$ cat src/rtl/sha256_msg_ctrl_if.sv
// sha256_msg_ctrl_if: message-in, digest-out and SHA-256 core handshake bundle.
interface sha256_msg_ctrl_if;
  logic [7:0] InData;
  logic InValid, InLast, InReady;
  logic [7:0] OutData;
  logic OutValid, OutReady;
  logic CoreStart;
  logic [511:0] CoreChunk;
  logic [255:0] CoreDigest;
  logic CoreDigestReady;
  logic Busy, ErrLen, ErrTimeout;
  modport master (
    input InData, InValid, InLast, OutReady, CoreDigest, CoreDigestReady,
    output InReady, OutData, OutValid, CoreStart, CoreChunk, Busy, ErrLen, ErrTimeout
  );
  modport slave (
    output InData, InValid, InLast, OutReady, CoreDigest, CoreDigestReady,
    input InReady, OutData, OutValid, CoreStart, CoreChunk, Busy, ErrLen, ErrTimeout
  );
endinterface

$ cat src/rtl/sha256_msg_ctrl.sv
// sha256_msg_ctrl: buffers a 1..55 byte message, pads it, runs the single-chunk core, streams the digest.
module sha256_msg_ctrl #(
  parameter int MAX_BYTES = 55,
  parameter int TIMEOUT_CYCLES = 1000000,
  parameter int TO_W = 20
) (
  input logic Clk,
  input logic Reset,
  sha256_msg_ctrl_if.master bus
);
  typedef enum logic [2:0] {IDLE, COLLECT, DRAIN, PAD, START, WAIT, SEND} state_t;
  state_t state;
  logic [7:0] msg [56];
  logic [5:0] count;
  logic [TO_W-1:0] to_cnt;
  logic [511:0] chunk, chunk_d;
  logic [255:0] digest;
  logic [4:0] idx;
  logic rdy_q, skip, accept;
  assign bus.InReady = !Reset && (state == IDLE || state == COLLECT || state == DRAIN);
  assign accept = bus.InValid && bus.InReady;
  assign bus.Busy = state != IDLE;
  assign bus.CoreStart = state == START;
  assign bus.OutValid = state == SEND;
  assign bus.OutData = digest[255:248];
  assign bus.CoreChunk = chunk;
  always_comb begin
    chunk_d = '0;
    for (int i = 0; i < 56; i++)
      chunk_d[511-8*i -: 8] = i < int'(count) ? msg[6'(i)] : (i == int'(count) ? 8'h80 : 8'h00);
    chunk_d[63:0] = {55'd0, count, 3'd0};
  end
  always_ff @(posedge Clk or posedge Reset) begin
    if (Reset) begin
      state <= IDLE;
      msg <= '{default: '0};
      count <= '0;
      to_cnt <= '0;
      chunk <= '0;
      digest <= '0;
      idx <= '0;
      rdy_q <= 1'b0;
      skip <= 1'b0;
      bus.ErrLen <= 1'b0;
      bus.ErrTimeout <= 1'b0;
    end else begin
      bus.ErrLen <= 1'b0;
      bus.ErrTimeout <= 1'b0;
      rdy_q <= bus.CoreDigestReady;
      case (state)
        // Idle keeps the buffer zeroed so every message pads over a clean slate
        IDLE: begin
          msg <= '{default: '0};
          count <= '0;
          to_cnt <= '0;
          if (accept) begin
            msg[0] <= bus.InData;
            count <= 6'd1;
            state <= bus.InLast ? PAD : COLLECT;
          end
        end
        COLLECT: begin
          if (accept) begin
            to_cnt <= '0;
            if (count == 6'(MAX_BYTES)) begin
              bus.ErrLen <= 1'b1;
              state <= bus.InLast ? IDLE : DRAIN;
            end else begin
              msg[count] <= bus.InData;
              count <= count + 6'd1;
              if (bus.InLast) state <= PAD;
            end
          end else if (to_cnt == TO_W'(TIMEOUT_CYCLES - 1)) begin
            bus.ErrTimeout <= 1'b1;
            state <= IDLE;
          end else to_cnt <= to_cnt + 1'b1;
        end
        DRAIN: if (accept && bus.InLast) state <= IDLE;
        PAD: begin
          chunk <= chunk_d;
          state <= START;
        end
        START: begin
          skip <= 1'b1;
          state <= WAIT;
        end
        // Only a fresh rising edge of the core's done level counts, never a stale high
        WAIT: begin
          skip <= 1'b0;
          if (!skip && !rdy_q && bus.CoreDigestReady) begin
            digest <= bus.CoreDigest;
            idx <= '0;
            state <= SEND;
          end
        end
        SEND: if (bus.OutReady) begin
          digest <= {digest[247:0], 8'h00};
          idx <= idx + 5'd1;
          if (idx == 5'd31) state <= IDLE;
        end
        default: state <= IDLE;
      endcase
    end
  end
endmodule
$ cat src/flat_wrapper.sv
// flat-port wrapper written by rule: the top's interface ports become plain ports
module sha256_msg_ctrl_flat 
#(
  parameter int MAX_BYTES = 55,
  parameter int TIMEOUT_CYCLES = 1000000,
  parameter int TO_W = 20
)
  (Clk, Reset, bus_InData, bus_InValid, bus_InLast, bus_OutReady, bus_CoreDigest, bus_CoreDigestReady, bus_InReady, bus_OutData, bus_OutValid, bus_CoreStart, bus_CoreChunk, bus_Busy, bus_ErrLen, bus_ErrTimeout);
  sha256_msg_ctrl_if bus_i ();
  input logic Clk;
  input logic Reset;
  input wire logic [$bits(bus_i.InData)-1:0] bus_InData;
  input wire logic [$bits(bus_i.InValid)-1:0] bus_InValid;
  input wire logic [$bits(bus_i.InLast)-1:0] bus_InLast;
  input wire logic [$bits(bus_i.OutReady)-1:0] bus_OutReady;
  input wire logic [$bits(bus_i.CoreDigest)-1:0] bus_CoreDigest;
  input wire logic [$bits(bus_i.CoreDigestReady)-1:0] bus_CoreDigestReady;
  output wire logic [$bits(bus_i.InReady)-1:0] bus_InReady;
  output wire logic [$bits(bus_i.OutData)-1:0] bus_OutData;
  output wire logic [$bits(bus_i.OutValid)-1:0] bus_OutValid;
  output wire logic [$bits(bus_i.CoreStart)-1:0] bus_CoreStart;
  output wire logic [$bits(bus_i.CoreChunk)-1:0] bus_CoreChunk;
  output wire logic [$bits(bus_i.Busy)-1:0] bus_Busy;
  output wire logic [$bits(bus_i.ErrLen)-1:0] bus_ErrLen;
  output wire logic [$bits(bus_i.ErrTimeout)-1:0] bus_ErrTimeout;
  assign bus_i.InData = bus_InData;
  assign bus_i.InValid = bus_InValid;
  assign bus_i.InLast = bus_InLast;
  assign bus_i.OutReady = bus_OutReady;
  assign bus_i.CoreDigest = bus_CoreDigest;
  assign bus_i.CoreDigestReady = bus_CoreDigestReady;
  assign bus_InReady = bus_i.InReady;
  assign bus_OutData = bus_i.OutData;
  assign bus_OutValid = bus_i.OutValid;
  assign bus_CoreStart = bus_i.CoreStart;
  assign bus_CoreChunk = bus_i.CoreChunk;
  assign bus_Busy = bus_i.Busy;
  assign bus_ErrLen = bus_i.ErrLen;
  assign bus_ErrTimeout = bus_i.ErrTimeout;
  sha256_msg_ctrl #(.MAX_BYTES(MAX_BYTES), .TIMEOUT_CYCLES(TIMEOUT_CYCLES), .TO_W(TO_W)) u_core (.Clk(Clk), .Reset(Reset), .bus(bus_i));
endmodule
$ cat config.mk
export PLATFORM = sky130hd
export DESIGN_NAME = sha256_msg_ctrl_flat
export DESIGN_NICKNAME = d
export VERILOG_FILES = /design/src/rtl/sha256_msg_ctrl_if.sv /design/src/rtl/sha256_msg_ctrl.sv /design/src/flat_wrapper.sv
export SDC_FILE = /design/constraint.sdc
export NUM_CORES = 2
export LEC_CHECK = 0
export CORE_AREA = 2 2 314 316
export DETAILED_ROUTE_END_ITERATION = 10
export DIE_AREA = 0 0 316 318
export GPL_TIMING_DRIVEN = 0
export SLEW_MARGIN = 20
export SYNTH_ARGS = -nofsm -noshare
export SYNTH_HDL_FRONTEND = slang
export SYNTH_SLANG_ARGS = --single-unit
$ cat constraint.sdc
create_clock -name Clk -period 89.9 [get_ports Clk]
set_clock_uncertainty 0.05 [all_clocks]
set_input_delay 22.475 -clock Clk [delete_from_list [all_inputs] [get_ports Clk]]
set_output_delay 22.475 -clock Clk [all_outputs]
set_load 0.01 [all_outputs]
==> results_dict.tcl <==
set metrics [dict create \
    cp_common_cell "clkdlybuf4s50_1" \
    synthCells 3598 \
    root_buffer "clkbuf_16" \
    antenna_found_initial 29 \
    synth_top_area_cell "dfrtp_1" \
    critPathSlowestCell "a211oi_1" \
    worst_path_largest_cell_delay_ns 0.73 \
    grt_use_total 0.257 \
    synthFlopType "dfrtp_1" \
    io_buffers 569 \
    core_area_um2 97400 \
    grt-ovfl-total 0 \
    instances_no_fill 5867 \
    ir_drop_mv 0.0133 \
    clk_pin_slew_ns 0.06 \
    power_density_nw_per_um2 25.1 \
    post-cts-setup-buffers 0 \
    io_pins 796 \
    cap_violations 0 \
    worstPathMaxFanout 4 \
    num_vias 30200 \
    wl_per_cell_um 22.5 \
    cts_tree "built" \
    grt_pass1_vias 29800 \
    numCtsBuffers 89 \
    drt_wl_total_mm 132 \
    relSlewSlack 0.298 \
    dieHeight_um 318 \
    ys_types 73 \
    whs_ns 0.416 \
    rrSetupSlack_ns 86.79 \
    highest_layer "met5" \
    rsz0062_at_grt "no" \
    drc 0 \
    first_pass_iters 6 \
    cts_resized 0 \
    path_buf_inv 2 \
    start_util 0.372 \
    insertion_delay_ns 0.67 \
    power_leakage_nw 21.4 \
    async_flop_share 1.00 \
    crit_type "in2out" \
    arrival_ns 24.44 \
    num_rows 115 \
    path_cells "clkdlybuf4s50_1, a211oi_1, clkdlybuf4s50_1" \
    die_area_um2 100000 \
    synth_enable_flop_cells 0 \
    h-tree-depth 3 \
    synthToLayoutAreaGrowth_pct 31.7 \
    worst_pin_slew_ns 1.05 \
    nets 4769 \
    ant_nets 0 \
    syn_avg_cell_area_um2 10.1 \
    hpwl_mm 97.5 \
    period_share 0.522 \
    hp-class "reg2reg" \
    cp_top_family "buffers and inverters" \
    synthTopCellsByArea "dfrtp_1, nand2_1, a22o_1, buf_4, a31oi_1" \
    hold_buffers 0 \
    yosysSeqAreaShare 0.577 \
    period_needed_ns 46.96 \
    wl_met3_mm 13.7 \
    cts_max_path_buffers 3 \
    slew_viol_final 0 \
    synth_area_um2 36300 \
    status "completed" \
    wl_met2_mm 60.1 \
    drive_gt1_frac 0.110 \
    final_hold_viol_count 0 \
    synth_seq_cells 836 \
    routed_via_density 5.15 \
    setup_viol 0 \
    die_w_um 316 \
    grt_pass1_wl_mm 193 \
    total_power_w 0.00120 \
    tns_ns 0 \
    place_inst 5688 \
    crit_required_ns 67.38 \
    met1_length_mm 52.4 \
    yosysTopAreaCellShare 0.577 \
    drt_iter0_markers 2944 \
    grt_max_degree 106 \
    gp_congestion 0.931 \
    fmax_ghz 0.0213 \
    endpoint_kind "output port" \
    start_kind "input port" \
    cts.sinks 836 \
    yosys_warnings 0 \
]
## where the power goes
group,switching [W],internal [W]
registers,0.0000407,0.000445
clock network,0.000161,0.000223
logic,0.000216,0.000113
## layout by cell type (no fill, tap or decap), types with 9 or more instances in the layout
master	count
a21oi_1	35
a22o_1	235
a31oi_1	255
a32o_1	10
buf_1	24
buf_16	9
buf_2	58
buf_4	240
clkbuf_1	199
clkbuf_16	89
clkbuf_8	20
clkdlybuf4s50_1	569
clkinv_2	16
conb_1	226
dfrtp_1	836
diode_2	18
mux2i_1	108
nand2_1	725
nand2b_1	10
nand3_1	169
nor2_1	331
o211ai_2	12
o21ai_0	185
xor2_1	17
## final timing paths
kind / depth (start not counted) / start / to
max: 3 / Reset / bus_InReady
min: 2 / u_core.bus.CoreChunk[390] / u_core.bus.CoreChunk[390]
max reg2reg: 7 / u_core.state[0] / u_core.bus.CoreChunk[119]
min reg2reg: 2 / u_core.bus.CoreChunk[390] / u_core.bus.CoreChunk[390]
max in group asynchronous: 4 / Reset / u_core.msg[264]
min in group asynchronous: 2 / Reset / u_core.msg[311]
## synthesized netlist by cell type, drive strengths merged, types with 8 or more instances
cell / number
dfrtp: 836
nand2: 725
nor2: 343
buf: 322
a31oi: 255
a22o: 235
o21ai: 190
clkbuf: 183
nand3: 169
mux2i: 108
a21oi: 35
xor2: 17
o211ai: 16
inv: 11
a32o: 10
nand2b: 10
nor3: 10
and3: 8
nand4: 8
o31ai: 8
## tightest hold or removal path, stage by stage, from the launching register on
cell and delay [ns]:
dfrtp_1 0.34, nand2_1 0.05, nand2_1 0.04
## routing by layer
metal	GRT usage	up-vias
met4	0.109	22
met1	0.324	14900
li1	-	13800
met3	0.0942	264
met5	0	-
met2	0.395	1215
## layout make-up
class / instances / area [um2]
flip-flops and latches: 836 / 20900
repair buffers: 578 / 5940
fillers: 9139 / 49700
inverters: 12 / 52.6
plain buffers: 505 / 2870
diodes: 18 / 45.0
multi-input cells: 2470 / 13300
well taps: 1287 / 1610
clock inverters: 36 / 480
clock buffers: 125 / 2560
## per-stage QoR
step	util	worst slack (ns)	cell area (um2)
floorplan	-	43.89	37100
global placement	0.456	33.71	44400
detailed placement	0.458	43.03	44700
CTS	0.490	43.02	47700
global route	0.490	42.99	47700
finish	0.490	42.94	47700
## registers in the layout (all words and copies together) (netlist names)
register,flops
u_core.skip,1
u_core.to_cnt,20
u_core.digest,256
u_core.count,6
u_core.idx,5
u_core.state,3
u_core.msg,256
u_core.bus.ErrTimeout,1
u_core.bus.ErrLen,1
u_core.bus.CoreChunk,286
u_core.rdy_q,1
## kinds of logic after synthesis
| kind of cell | synth area share |
|---|---|
| buffers and inverters | 0.0804 |
| AND/OR/NAND/NOR | 0.152 |
| flip-flops | 0.577 |
| adder cells (fa/ha/maj) | 0.00242 |
| multiplexers | 0.0298 |
| XOR/XNOR | 0.00435 |
| AO/OA/AOI/OAI | 0.154 |
| other | 0.000103 |
Note: power is estimated with default switching activity, not from simulation.
